==> src/rtl/if_fetch_stage.sv <==
// rtl/if_fetch_stage.sv - instruction fetch stage with PC register and IF/ID pipeline register
//
// Holds the program counter, presents it to a combinational instruction
// memory and captures the returned word into the IF/ID register. Each
// cycle takes exactly one action, in priority order: redirect, stall,
// advance.
//
// Ports:
//   clk              rising-edge clock for all state
//   rst              synchronous active-high reset
//   imem_addr        byte address to instruction memory (equals pc_q)
//   imem_instr       instruction word returned for imem_addr
//   stall            decode cannot accept; hold PC and IF/ID
//   redirect_valid   taken branch/jump; load redirect_target
//   redirect_target  new PC byte address
//   if_id_valid      IF/ID slot holds a real instruction
//   if_id_pc         PC of the instruction in the slot
//   if_id_pc_plus4   if_id_pc + 4 (modulo 2^32)
//   if_id_instr      instruction in the slot; NOP_INSTR when invalid
//   misalign_err     sticky flag for redirects with nonzero bits [1:0]
//   fetch_count      saturating count of instructions accepted

module if_fetch_stage #(
   parameter logic [31:0] RESET_PC  = 32'h0000_0000,
   parameter logic [31:0] NOP_INSTR = 32'h0000_0013
) (
   input  logic        clk,
   input  logic        rst,
   output logic [31:0] imem_addr,
   input  logic [31:0] imem_instr,
   input  logic        stall,
   input  logic        redirect_valid,
   input  logic [31:0] redirect_target,
   output logic        if_id_valid,
   output logic [31:0] if_id_pc,
   output logic [31:0] if_id_pc_plus4,
   output logic [31:0] if_id_instr,
   output logic        misalign_err,
   output logic [15:0] fetch_count
);

   // Instructions are word aligned, so the low bits of the reset PC are
   // dropped regardless of how the parameter is set.
   localparam logic [31:0] RESET_PC_ALIGNED = {RESET_PC[31:2], 2'b00};

   logic [31:0] pc_q;
   logic [31:0] pc_next_seq;

   // Plain 32-bit add: wraps from FFFF_FFFC to 0 without any flag.
   assign pc_next_seq = pc_q + 32'd4;

   // Memory is combinational, so the address is the PC itself.
   assign imem_addr = pc_q;

   always_ff @(posedge clk) begin
      if (rst) begin
         pc_q           <= RESET_PC_ALIGNED;
         if_id_valid    <= 1'b0;
         if_id_pc       <= 32'h0000_0000;
         if_id_pc_plus4 <= 32'h0000_0000;
         if_id_instr    <= NOP_INSTR;
         misalign_err   <= 1'b0;
         fetch_count    <= 16'h0000;
      end else if (redirect_valid) begin
         // Redirect wins over stall: the slot becomes a bubble and stays
         // one for as long as stall is held afterwards. PC fields of the
         // slot are left as they were.
         pc_q        <= {redirect_target[31:2], 2'b00};
         if_id_valid <= 1'b0;
         if_id_instr <= NOP_INSTR;
         if (redirect_target[1:0] != 2'b00) begin
            misalign_err <= 1'b1;
         end
      end else if (!stall) begin
         pc_q           <= pc_next_seq;
         if_id_valid    <= 1'b1;
         if_id_pc       <= pc_q;
         if_id_pc_plus4 <= pc_next_seq;
         if_id_instr    <= imem_instr;
         if (fetch_count != 16'hFFFF) begin
            fetch_count <= fetch_count + 16'd1;
         end
      end
      // stall without redirect: every register holds.
   end

endmodule

==> config.mk <==
export PLATFORM = sky130hd
export DESIGN_NAME = if_fetch_stage
export DESIGN_NICKNAME = d
export VERILOG_FILES = /design/src/rtl/if_fetch_stage.sv
export SDC_FILE = /design/constraint.sdc
export NUM_CORES = 1
export LEC_CHECK = 0
export BUFFER_PORTS_ARGS = -buffer_cell sky130_fd_sc_hd__buf_2
export CORE_AREA = 2 2 163 165
export CTS_CLUSTER_SIZE = 24
export DETAILED_ROUTE_END_ITERATION = 10
export DIE_AREA = 0 0 165 167
export GPL_TIMING_DRIVEN = 0
export SYNTH_ARGS = -nofsm -noshare
export SYNTH_HDL_FRONTEND = slang
export SYNTH_SLANG_ARGS = --single-unit
==> constraint.sdc <==
create_clock -name clk -period 2.1 [get_ports clk]
set_input_delay 0.105 -clock clk [delete_from_list [all_inputs] [get_ports clk]]
set_output_delay 0.105 -clock clk [all_outputs]
set_load 0.02 [all_outputs]
**After elaboration in Yosys (flattened, before gate mapping)**

Index checks and enable logic that the tools add are counted.
W data, S select, Z words.

- Add/sub/neg operators: 2
- Multiply operators: 0
- Div/mod/pow operators: 0
- Magnitude comparators: 0
- Eq/ne operators: 2
- Shift-type cells: 0
- Multiplexer cells: 2
- Bitwise logic cells: 2
- Reductions and logical operators: 5

Operators with widths:

| kind | count |
|---|---|
| $mux W32 | 2 |
| $add A32 B3 Y32 const B | 1 |
| $add A16 B1 Y16 const B | 1 |
| $ne A16 B16 Y1 const B | 1 |
| $reduce_and A2 Y1 | 2 |
| $reduce_and A3 Y1 | 1 |
| $ne A2 B1 Y1 const B | 1 |
| $not A1 Y1 | 2 |
| $reduce_bool A2 Y1 | 1 |
| $reduce_or A2 Y1 | 1 |

- Register bits after elaboration: 146
- Bits in latches: 0
- Memory bits (writable): 0
- Memory bits (read-only): 0
- Input bits: 68
- Word-level logic and storage cells: 21
- Memories: 0

**Longest topological paths before layout**

Gate-level depths: netlist (run 1).

- Depth after elaboration: 3
- Depth in mapped cells: 7
- Depth with buffers taken out: 5

**Worst setup path before layout (run 1)**

No wires, ideal clock.

- Path kind: flip-flop to flip-flop
- Start point: register pc_q[15], in the netlist imem_addr[15]
- End point: register if_id_pc_plus4[21]
- Library setup time: 0.091 ns
- Arrival time: 2.096 ns
- Required time: 2.009 ns
- Setup slack: -0.087 ns
- Cell stages (with the launch flop): 8
- Path buffers: 3
- Period minus slack after synthesis: 2.187 ns
- Cells stage by stage: dfxtp_1 > buf_2 > nand3_4 > or4_1 > buf_2 > buf_4 > or3_1 > a311oi_1

- Word-level cells in the longest chain between the ends: 1

Ends and longest elaborated chain:

| element | line | text |
|---|---|---|
| from (decl) | 46 | `logic [31:0] pc_q;` |
| from (signal assigned) | 68 | `pc_q <= {redirect_target[31:2], 2'b00};` |
| from (signal assigned) | 75 | `pc_q <= pc_next_seq;` |
| $add A32 B3 Y32 | 50 | `assign pc_next_seq = pc_q + 32'd4;` |
| to (signal assigned) | 78 | `if_id_pc_plus4 <= pc_next_seq;` |
| to (decl) | 36 | `output logic [31:0] if_id_pc_plus4,` |

Every way passes these cells.
A chain may end at the register's enable or synchronous reset.

**Worst setup path in the final report (run 1)**

- Start point: register pc_q[8], in the netlist imem_addr[8]
- End point: register pc_q[19], in the netlist imem_addr[19]

- Word-level cells in the longest chain between the ends: 3

Ends and longest elaborated chain:

| element | line | text |
|---|---|---|
| $add A32 B3 Y32 | 50 |  |
| $mux W32 | 74 | `end else if (!stall) begin` |
| $mux W32 | 64 | `end else if (redirect_valid) begin` |

Every way passes these cells. The select of a mux whose other input is x is not followed.

==> parameters.txt, run 1 <==
Parameter                              Value

Run status
  Status ... finished, violations left
  Failing checks ... setup timing

Synthesis
  Most area-hungry cell type in the Yosys netlist ... dfxtp_1
  Cells after Synth ... slightly below 800
  Fraction of post-synthesis cell area in the top cell type by area ... between 40% and 50%
  Mean Syn Cell Area ... roughly 8.3 um^2
  Share of flip-flops with an asynchronous set or reset ... 0%
  Synthesized flop and latch total ... 140
  Count of flip-flops with a built-in enable after synthesis ... 0
  Post-synthesis cell area ... approximately 6400 um^2
  Main flop type after synthesis ... dfxtp_1
  Post-synth cell types ... 52
  Top cells by area in the synthesized netlist ... dfxtp_1, nor2_1, mux2i_1
  Sequential element share of the synthesized area ... between 40% and 50%
  Total of warnings raised by yosys ... 0

Worst setup path
  Data required, critical path ... 2.43 ns
  Crit-path cells ... nand4_1 > buf_4 > or4_4 > or4b_4 > a311oi_2
  Critical Path Max Stage Delay ... between 0.5 and 0.6 ns
  Sort of element at the end of the critical path ... flip-flop
  Worst-path maximum fanout ... 8
  Arrival @ worst endpoint ... around 2.5 ns
  Cell at the slowest stage of the critical path ... or4_4
  Type of the worst setup path ... reg -> reg
  Critical path startpoint category ... flip-flop

CTS
  Clock insertion delay at the later pin of the skew report ... approximately 0.43 ns
  Depth of the CTS H-tree ... 4
  Number of buffers inserted during clock tree synthesis ... 17
  Clock sinks ... 140
  Buffer cell driving the clock tree root ... clkbuf_16
  CTS tree ... built
  Clk slew on worst S/H paths ... approximately 0.060 ns
  Max clock buf depth ... 2

Global route
  Antenna violations before repair ... 1
  First-pass GRT wire length ... just over 40000 um
  Overflow left after global routing ... 0
  Combined global-route utilization of all metal layers ... 19.31%
  Maximum number of pins on one net before global-route repair ... 17
  Number of global-route vias before repair ... slightly below 7000

Floorplanning
  Die boundary height ... 167 um
  Number of core rows ... between 50 and 60
  Floorplan die area ... around 28000 um^2
  Area of the core region ... approximately 26000 um^2
  Count of pins on the block boundary ... around 210
  Effective utilization at floorplan ... 24.84%
  Die Wd ... about 170 um

Run
  Number of max-cap violations ... 0

Layout
  Final standard cell area without fillers ... ~9500 um^2
  Layout cell share with drive strength beyond 1 ... a little under a third
  Utilization after layout ... ~37%
  Area delta synth->final ... 47.84%
  Number of nets in the final layout ... around 1100

Place
  Number of port buffers ... roughly 210
  DPL Wire Length ... around 19000 um
  Place WS ... -0.5565 ns
  Post-detailed-placement cell area ... 7893 um^2
  Placer congestion estimate ... between 0.9 and 1

Timing
  Final period demand of the worst path ... 2.139 ns
  Worst-case setup margin in the final layout ... -0.03901 ns
  Number of hold-slack violations in the final timing report ... 0
  Max-Slew Margin vs Limit ... between 30% and 40%
  Post-route fraction of the period consumed by the critical path ... 101.9%
  Hold_ws ... ~0.020 ns
  Slew of the pin with the lowest slew margin ... roughly 0.94 ns
  Maximum frequency from static timing analysis ... 467.5 MHz
  Setup repair after global routing missed its margin ... yes
  Final setup violation count ... 6
  Final max-slew violation count ... 0
  Worst clock skew ... 0.01169 ns

Drt
  Detailed-route wire length per cell ... about 19 um
  DRC Markers ... 0
  Number of search-and-repair iterations in the first detailed-routing pass ... 8
  Average via count per standard cell ... approximately 5.1
  Vias post-DR ... about 7200
  Overall routed net length ... approximately 27000 um
  Number of nets with antenna violations after routing ... 0
  DR iter-0 viols ... ~540

Power and ir drop
  Portion of total power attributed to sequential cells ... 41.5%
  Power per standard cell area ... ~740 nW/um^2
  Combinational cell fraction of total power ... 14.5%
  Power share of the clock group ... a little over two fifths
  Power Internal ... roughly 4.9 mW
  Worst IR drop on VDD ... ~0.47 mV
  Switch share ... 29.19%
  Net load switching power ... about 2.0 mW
  Pleak ... around 3.8 nW
  Power consumption ... 6.980 mW

Min path
  Worst Hold Class ... in -> reg
==> through the flow <==
step | cells | TNS, ns
floorplan | 774 | 0
global placement | 1316 | -26.37
detailed placement | 1316 | -27.28
CTS | 1410 | -0.3694
global route | 1418 | -0.6420
finish | 1419 | -0.1071
==> flip-flops by register name (all words and copies together) (netlist names) <==
register	flops
if_id_valid	1
imem_addr	30
if_id_pc	30
if_id_instr	32
misalign_err	1
fetch_count	16
if_id_pc_plus4	30
==> cells in the mapped netlist (all sizes together), types with 18 or more instances <==
| cell type | count |
|---|---|
| dfxtp | 140 |
| o21ai | 23 |
| nor2 | 97 |
| nand3 | 18 |
| a311oi | 29 |
| a21oi | 51 |
| buf | 23 |
| nand2 | 83 |
| or3 | 22 |
| mux2i | 34 |
| a211oi | 21 |
| clkbuf | 51 |
==> cell type report <==
class | instances | area [um^2]
fill | 2645 | 16300
multi-input combinational | 543 | 3428
clock buffer | 18 | 429.2
clock inverter | 14 | 157.7
tap | 335 | 419.2
buffer | 67 | 367.9
inverter | 17 | 63.81
antenna | 1 | 2.502
timing repair buffer | 284 | 1757
sequential | 140 | 2836
==> cells by family after synthesis <==
family          after synthesis  share of synthesized area [%]
simple gates                324                          25.30
compound gates              158                          16.56
flops                       140                          43.79
buf+inv                      91                          5.982
mux                          34                          5.318
xor+xnor                     19                          2.600
fa+ha+maj                     2                         0.3909
other cells                   1                        0.05859
==> path summary, 6_finish.rpt <==
kind	from	depth (start not counted)	to	slack, ns
min	redirect_target[31]	3	imem_addr[31]$_SDFFE_PP0P_	0.02
min reg2reg	if_id_pc[15]$_SDFFE_PP0P_	2	if_id_pc[15]$_SDFFE_PP0P_	0.45
max	imem_addr[8]$_SDFFE_PP0P_	5	imem_addr[19]$_SDFFE_PP0P_	-0.04
max reg2reg	imem_addr[8]$_SDFFE_PP0P_	5	imem_addr[19]$_SDFFE_PP0P_	-0.04
==> metal layers <==
metal  vias to the layer above  GRT usage [%]  wire (um)
li1                       3389              -          -
met1                      3382          23.38      10690
met2                       372          31.58      12560
met3                        53          6.874       2859
met4                         0          6.541        786
met5                         -              0          0
==> worst max-delay path: cells and delay by family, from the launching register on <==
kind | cells | cell delay (ns)
buffers and inverters | 1 | 0.21
and+or+nand+nor | 3 | 1.24
DFF | 1 | 0.35
AOI/OAI and AO/OA | 1 | 0.24
==> what timing repair did <==
action	CTS	global route
hold buffers	58	0
endpoints found under the hold margin	57	0
setup endpoints to repair	46	78
resized for setup	47	42
cloned	1	0
pin swaps	11	12
setup buffers	10	8
==> power groups by stage <==
stage | clock (mW) | combinational (mW) | sequential (mW)
global placement | 0 | 0.901 | 2.93
global route | 3.24 | 1.10 | 2.91
finish | 3.07 | 1.01 | 2.90
detailed placement | 0 | 0.906 | 2.94
CTS | 3.11 | 0.994 | 2.89
floorplan | 0 | 0.390 | 3.06
==> cells in the final DEF (no fill, tap or decap), drive strengths merged, types with 23 or more instances in the layout <==
cell         instances
buf                249
nand2               83
nor2                97
o21ai               23
a21oi               51
dfxtp              140
mux2i               34
clkbuf              62
a311oi              29
dlygate4sd3         58
Note: power is estimated with default switching activity, not from simulation.
==> run 2: changes to the inputs <==
--- a/config.mk
+++ b/config.mk
@@ -6,11 +6,14 @@
 export NUM_CORES = 1
 export LEC_CHECK = 0
 export BUFFER_PORTS_ARGS = -buffer_cell sky130_fd_sc_hd__buf_2
+export CELL_PAD_IN_SITES_DETAIL_PLACEMENT = 2
+export CELL_PAD_IN_SITES_GLOBAL_PLACEMENT = 2
 export CORE_AREA = 2 2 163 165
 export CTS_CLUSTER_SIZE = 24
 export DETAILED_ROUTE_END_ITERATION = 10
 export DIE_AREA = 0 0 165 167
 export GPL_TIMING_DRIVEN = 0
+export PLACE_DENSITY_LB_ADDON = 0.1
 export SYNTH_ARGS = -nofsm -noshare
 export SYNTH_HDL_FRONTEND = slang
 export SYNTH_SLANG_ARGS = --single-unit
==> run 2 against run 1 <==
The run now ends clean. Combinational power rose by 5%. Largest cell class unchanged. Sequential power barely moved. Die area did not move. Critical endpoint is now imem_addr[26]$_SDFFE_PP0P_. Count of clock-buffer cells in the layout fell by 1.
==> parameters.txt, run 2 (synthesis gave the netlist of run 1 again) <==
Parameter                              Value

CTS
  Number of buffers inserted during clock tree synthesis ... 17 (unchanged)
  Clock sinks ... 140 (unchanged)
  Buffer cell driving the clock tree root ... clkbuf_16 (unchanged)
  Clock insertion delay at the later pin of the skew report ... 0.44 ns (was 0.43 ns)
  CTS tree ... built (unchanged)
  Max clock buf depth ... 2 (unchanged)
  Depth of the CTS H-tree ... 4 (unchanged)
  Clk slew on worst S/H paths ... 0.07 ns (was 0.06 ns)

Worst setup path
  Sort of element at the end of the critical path ... flip-flop (unchanged)
  Type of the worst setup path ... reg -> reg (unchanged)
  Arrival @ worst endpoint ... 2.41 ns (was 2.47 ns)
  Critical path startpoint category ... flip-flop (unchanged)
  Data required, critical path ... 2.43 ns (about the same)
  Worst-path maximum fanout ... 7 (was 8)

Timing
  Number of hold-slack violations in the final timing report ... 0 (unchanged)
  Setup repair after global routing missed its margin ... yes (unchanged)
  Maximum frequency from static timing analysis ... 479.6 MHz (was 467.5 MHz)
  Final period demand of the worst path ... 2.085 ns (was 2.139 ns)
  Post-route fraction of the period consumed by the critical path ... 99.30% (was 101.9%)
  Slew of the pin with the lowest slew margin ... 0.7983 ns (was 0.9437 ns)
  Final setup violation count ... 0 (was 6)
  Max-Slew Margin vs Limit ... 46.78% (was 37.09%)
  Worst clock skew ... 0.01826 ns (was 0.01169 ns)
  Final max-slew violation count ... 0 (unchanged)

Floorplanning
  Floorplan die area ... 27560 um^2 (unchanged)
  Count of pins on the block boundary ... 214 (unchanged)
  Effective utilization at floorplan ... 24.84% (unchanged)
  Number of core rows ... 59 (unchanged)
  Die Wd ... 165 um (unchanged)
  Area of the core region ... 25760 um^2 (unchanged)
  Die boundary height ... 167 um (unchanged)

Global route
  First-pass GRT wire length ... 44880 um (was 40210 um)
  Maximum number of pins on one net before global-route repair ... 17 (unchanged)
  Antenna violations before repair ... 0 (was 1)
  Combined global-route utilization of all metal layers ... 21.53% (was 19.31%)
  Number of global-route vias before repair ... 7569 (was 6747)
  Overflow left after global routing ... 0 (unchanged)

Place
  Number of port buffers ... 207 (unchanged)
  Post-detailed-placement cell area ... 7893 um^2 (unchanged)
  DPL Wire Length ... 20450 um (was 19420 um)
  Placer congestion estimate ... 0.7863 (was 0.9113)

Drt
  Overall routed net length ... 29510 um (was 26890 um)
  Vias post-DR ... 7183 (was 7196)
  DR iter-0 viols ... 303 (was 539)
  Detailed-route wire length per cell ... 20.58 um (was 18.95 um)
  DRC Markers ... 0 (unchanged)
  Number of search-and-repair iterations in the first detailed-routing pass ... 4 (was 8)
  Average via count per standard cell ... 5.009 (was 5.071)
  Number of nets with antenna violations after routing ... 0 (unchanged)

Layout
  Flip-flop count of the largest register, all copies and words added ... 32 (unchanged)
  Layout cell share with drive strength beyond 1 ... 33.85% (was 31.39%)
  Number of diodes ... 0 (was 1)
  Number of nets in the final layout ... 1156 (was 1140)
  Utilization after layout ... 37.62% (was 36.72%)
  Area delta synth->final ... 51.44% (was 47.84%)
  Commonest cells after routing, fill and taps aside ... buf_2, dfxtp_1, nor2_1 (unchanged)
  Number of fill cells in the layout ... 2918 (was 2645)
  Register with the highest flop count ... if_id_instr (unchanged)
  Most common library cell in the layout ignoring fill and taps ... buf_2 (unchanged)
  Final standard cell area without fillers ... 9692 um^2 (was 9462 um^2)

Run status
  Status ... completed (was finished, violations left)

Power and ir drop
  Power per standard cell area ... 734.3 nW/um^2 (was 737.7 nW/um^2)
  Worst IR drop on VDD ... 0.2961 mV (was 0.4725 mV)
  Pleak ... 4.016 nW (was 3.838 nW)

Run
  Number of max-cap violations ... 0 (unchanged)

Min path
  Worst Hold Class ... in -> reg (unchanged)
## run 2: changes by cell type in the layout (fill, tap and decap cells not counted), sizes merged
cell	change
buf	+21
inv	+7
clkbuf	-3
clkinv	-3
dlygate4sd3	-3
clkinvlp	-2
bufinv	-1
diode	-1
## run 2: path summary, 6_finish.rpt
kind	cells after the start	end	slack, ns	from
worst max-delay path	6	imem_addr[26]$_SDFFE_PP0P_	0.01	imem_addr[7]$_SDFFE_PP0P_
worst min-delay path	3	imem_addr[4]$_SDFFE_PP0P_	0.01	redirect_target[4]
worst max register to register	6	imem_addr[26]$_SDFFE_PP0P_	0.01	imem_addr[7]$_SDFFE_PP0P_
worst min register to register	2	misalign_err$_SDFFE_PP0P_	0.45	misalign_err$_SDFFE_PP0P_
## run 2: report_power, final
group,internal (mW),leakage [nW],switching [mW],total (mW)
sequential,2.77,1.16,0.118,2.89
combinational,0.420,2.57,0.639,1.06
clock,1.70,0.289,1.47,3.17
total,4.89,4.02,2.22,7.12
## run 2: layout make-up
class	instances	area, um^2	area share [%]
Buffer	65	362.8	3.744
Clock buffer	17	425.4	4.389
Clock inverter	15	161.4	1.665
Inverter	17	65.06	0.6713
Multi-Input combinational cell	543	3512	36.24
Sequential cell	140	2859	29.50
Tap cell	335	419.2	4.325
Timing Repair Buffer	302	1887	19.47
## run 2: through the flow
step                      hold WS (ns)  setup TNS, ns  setup WS [ns]  std cells  power, mW
after detailed placement        0.3334         -39.79        -0.7072       1316      3.852
final                          0.01476              0        0.01479       1434      7.117
after global placement          0.3217         -38.99        -0.6701       1316      3.842
after floorplan                 0.2301              0       0.001589        774      3.449
after global routing           0.01407        -0.1869       -0.04942       1434      7.416
after CTS                     0.009357       -0.02974       -0.02974       1411      7.160
## run 2: per-layer routing
layer	vias up	global-route usage (%)	wire, um
met1	3570	27.53	13100
met3	36	4.508	1476
met2	167	36.45	14510
li1	3410	-	-
met4	0	5.936	417
met5	-	0	0
## run 2: critical path, cell delays in order (launching register included)
cell and delay (ns):
dfxtp_4 0.37, nand4_1 0.08, buf_4 0.17, or4_4 0.42, buf_6 0.15, or4_4 0.48
a311oi_2 0.30
## run 2: repair_timing
| item | 4_1_cts | 5_1_grt |
|---|---|---|
| endpoints found under the setup margin | 51 | 100 |
| pin swaps | 12 | 12 |
| resized for setup | 67 | 53 |
| hold buffers | 55 | 0 |
| hold endpoints to repair | 54 | 0 |
| setup buffers | 15 | 25 |
==> run 3: changes to the inputs <==
--- a/config.mk
+++ b/config.mk
@@ -8,10 +8,10 @@
 export BUFFER_PORTS_ARGS = -buffer_cell sky130_fd_sc_hd__buf_2
 export CELL_PAD_IN_SITES_DETAIL_PLACEMENT = 2
 export CELL_PAD_IN_SITES_GLOBAL_PLACEMENT = 2
-export CORE_AREA = 2 2 163 165
+export CORE_AREA = 2 2 150 181
 export CTS_CLUSTER_SIZE = 24
 export DETAILED_ROUTE_END_ITERATION = 10
-export DIE_AREA = 0 0 165 167
+export DIE_AREA = 0 0 152 183
 export GPL_TIMING_DRIVEN = 0
 export PLACE_DENSITY_LB_ADDON = 0.1
 export SYNTH_ARGS = -nofsm -noshare
==> run 3 against run 2 <==
Cell count fell by 0.35%. Sequential power is essentially flat. Maximum frequency up 0.16%. Register-to-register slack about the same. Highest routed layer unchanged. Worst hold slack improved by 0.0071 ns.
==> parameters.txt, run 3 (synthesis gave the netlist of run 1 again) <==
Parameter                              Value

CTS
  Number of buffers inserted during clock tree synthesis ... 17 (unchanged)
  Clock insertion delay at the later pin of the skew report ... 0.44 ns (about the same)
  Buffer cell driving the clock tree root ... clkbuf_16 (unchanged)
  CTS tree ... built (unchanged)
  Depth of the CTS H-tree ... 4 (unchanged)
  Clk slew on worst S/H paths ... 0.07 ns (about the same)
  Max clock buf depth ... 2 (unchanged)
  Clock sinks ... 140 (unchanged)

Min path
  Hold depth ... 3 (unchanged)
  Worst Hold Class ... in -> reg (unchanged)

Floorplanning
  Number of core rows ... 65 (was 59)
  Count of pins on the block boundary ... 214 (unchanged)
  Effective utilization at floorplan ... 24.51% (was 24.84%)
  Floorplan die area ... 27820 um^2 (was 27560 um^2)
  Die boundary height ... 183 um (was 167 um)
  Area of the core region ... 26110 um^2 (was 25760 um^2)
  Die Wd ... 152 um (was 165 um)

Place
  Placer congestion estimate ... 0.7969 (was 0.7863)
  Number of port buffers ... 207 (unchanged)
  Post-Place Cells ... 1316 (unchanged)
  DPL Wire Length ... 21030 um (was 20450 um)

Worst setup path
  Data required, critical path ... 2.44 ns (was 2.43 ns)
  Setup slack of the most critical reg-to-reg path ... 0.02 ns (was 0.01 ns)
  Worst-path maximum fanout ... 10 (was 7)
  Sort of element at the end of the critical path ... flip-flop (unchanged)
  Arrival @ worst endpoint ... 2.42 ns (was 2.41 ns)
  Type of the worst setup path ... reg -> reg (unchanged)
  Worst Reg2Reg Path Length in Cells ... 6 (unchanged)
  Critical path startpoint category ... flip-flop (unchanged)

Layout
  Area delta synth->final ... 49.89% (was 51.44%)
  Number of fill cells in the layout ... 3001 (was 2918)
  Most common library cell in the layout ignoring fill and taps ... buf_2 (unchanged)
  Finished Layout Cells ... 1429 (was 1434)
  Flip-flop count of the largest register, all copies and words added ... 32 (unchanged)
  Commonest cells after routing, fill and taps aside ... buf_2, dfxtp_1, nor2_1 (unchanged)
  Layout cell share with drive strength beyond 1 ... 32.11% (was 33.85%)
  Sequential cell area ... 2860 um^2 (was 2859 um^2)
  Register with the highest flop count ... if_id_instr (unchanged)
  Number of nets in the final layout ... 1150 (was 1156)
  Area of the multi-input gates ... 3451 um^2 (was 3512 um^2)

Drt
  DRC Markers ... 0 (unchanged)
  Number of search-and-repair iterations in the first detailed-routing pass ... 4 (unchanged)
  Detailed-route wire length per cell ... 20.71 um (was 20.58 um)
  Vias post-DR ... 7124 (was 7183)
  Average via count per standard cell ... 4.985 (was 5.009)
  DR iter-0 viols ... 243 (was 303)
  Overall routed net length ... 29600 um (was 29510 um)
  Number of nets with antenna violations after routing ... 0 (unchanged)

Global route
  GRT met3 Usage ... 4.868% (was 4.508%)
  Met1 usage ... 24.61% (was 27.53%)
  Overflow left after global routing ... 0 (unchanged)
  Antenna violations before repair ... 1 (was 0)
  Top Usage Layer GRT ... met2 (unchanged)
  Combined global-route utilization of all metal layers ... 21.41% (was 21.53%)
  First-pass GRT wire length ... 46200 um (was 44880 um)
  Number of global-route vias before repair ... 7883 (was 7569)
  Met2 Usage GRT ... 39.41% (was 36.45%)
  Maximum number of pins on one net before global-route repair ... 17 (unchanged)

Power and ir drop
  Power consumption ... 7.020 mW (was 7.117 mW)
  Power per standard cell area ... 731.8 nW/um^2 (was 734.3 nW/um^2)
  Pleak ... 3.916 nW (was 4.016 nW)
  Worst IR drop on VDD ... 0.4843 mV (was 0.2961 mV)

Timing
  Worst clock skew ... 0.009553 ns (was 0.01826 ns)
  Number of hold-slack violations in the final timing report ... 0 (unchanged)
  Final max-slew violation count ... 0 (unchanged)
  Setup repair after global routing missed its margin ... yes (unchanged)
  Final setup violation count ... 0 (unchanged)
  Post-route fraction of the period consumed by the critical path ... 99.14% (was 99.30%)
  Accumulated negative setup slack ... 0 ns (unchanged)
  Maximum frequency from static timing analysis ... 480.3 MHz (was 479.6 MHz)
  Slew of the pin with the lowest slew margin ... 0.8905 ns (was 0.7983 ns)
  Max-Slew Margin vs Limit ... 40.64% (was 46.78%)
  Final period demand of the worst path ... 2.082 ns (was 2.085 ns)

Run
  Number of max-cap violations ... 0 (unchanged)

Run status
  Status ... completed (unchanged)
## run 3: cell count changes in the layout (fill, tap and decap cells not counted), moves of 3 or more
cell           delta
a311oi_1          +3
a311oi_2          -3
buf_4            -11
clkbuf_1          +3
clkbuf_2          -3
clkinv_4          +3
clkinvlp_4        +4
dlygate4sd3_1     +3
inv_6             -8
inv_8             -4
## run 3: cell type report
cell class | instances | area share [%]
Sequential cell | 140 | 29.82
Buffer | 65 | 3.678
Inverter | 17 | 0.6782
Tap cell | 335 | 4.369
Timing Repair Buffer | 296 | 19.36
Antenna cell | 1 | 0.02609
Clock buffer | 19 | 4.617
Clock inverter | 13 | 1.487
Multi-Input combinational cell | 543 | 35.97
## run 3: worst max-delay path, stage by stage (launching register included)
cell      delay, ns
dfxtp_2        0.33
clkbuf_8       0.15
nand4_1        0.16
or3_4          0.47
buf_6          0.16
or4_1          0.46
a311oi_1       0.26
## run 3: power breakdown
group          internal [mW]  total [mW]  switching (mW)  leakage (nW)
sequential              2.77        2.89           0.119          1.16
clock                   1.78        3.09            1.31         0.272
combinational          0.406        1.03           0.626          2.49
## run 3: metrics by stage
step                      utilization, %  cell area [um^2]  hold WS (ns)  setup WS, ns
final                              36.75              9593       0.02187       0.01812
after global routing               36.75              9593       0.03785      -0.09993
after CTS                          36.07              9417       0.01757     0.0006890
after detailed placement           30.23              7893        0.3347       -0.7273
after global placement             30.23              7893        0.3185       -0.7497
after floorplan                        -              6437        0.2301      0.001589
## run 3: timing repair
item                                    CTS  global route
endpoints found under the setup margin   50            77
hold buffers                             58             0
resized for setup                        72            25
buffers inserted                         18            13
hold endpoints to repair                 57             0
pin swaps                                11             9
## run 3: routing by layer
metal / routed length, um / part of all wire [%]
met4: 523 / 1.8
met1: 12250 / 41
met5: 0 / 0
met2: 15500 / 52
met3: 1325 / 4.5
## run 3: path summary, 6_finish.rpt
check,to,start
worst min-delay path,imem_addr[30]$_SDFFE_PP0P_,redirect_target[30]
worst max-delay path,imem_addr[21]$_SDFFE_PP0P_,imem_addr[11]$_SDFFE_PP0P_
worst max register to register,imem_addr[21]$_SDFFE_PP0P_,imem_addr[11]$_SDFFE_PP0P_
worst min register to register,if_id_valid$_SDFFE_PP0N_,if_id_valid$_SDFFE_PP0N_
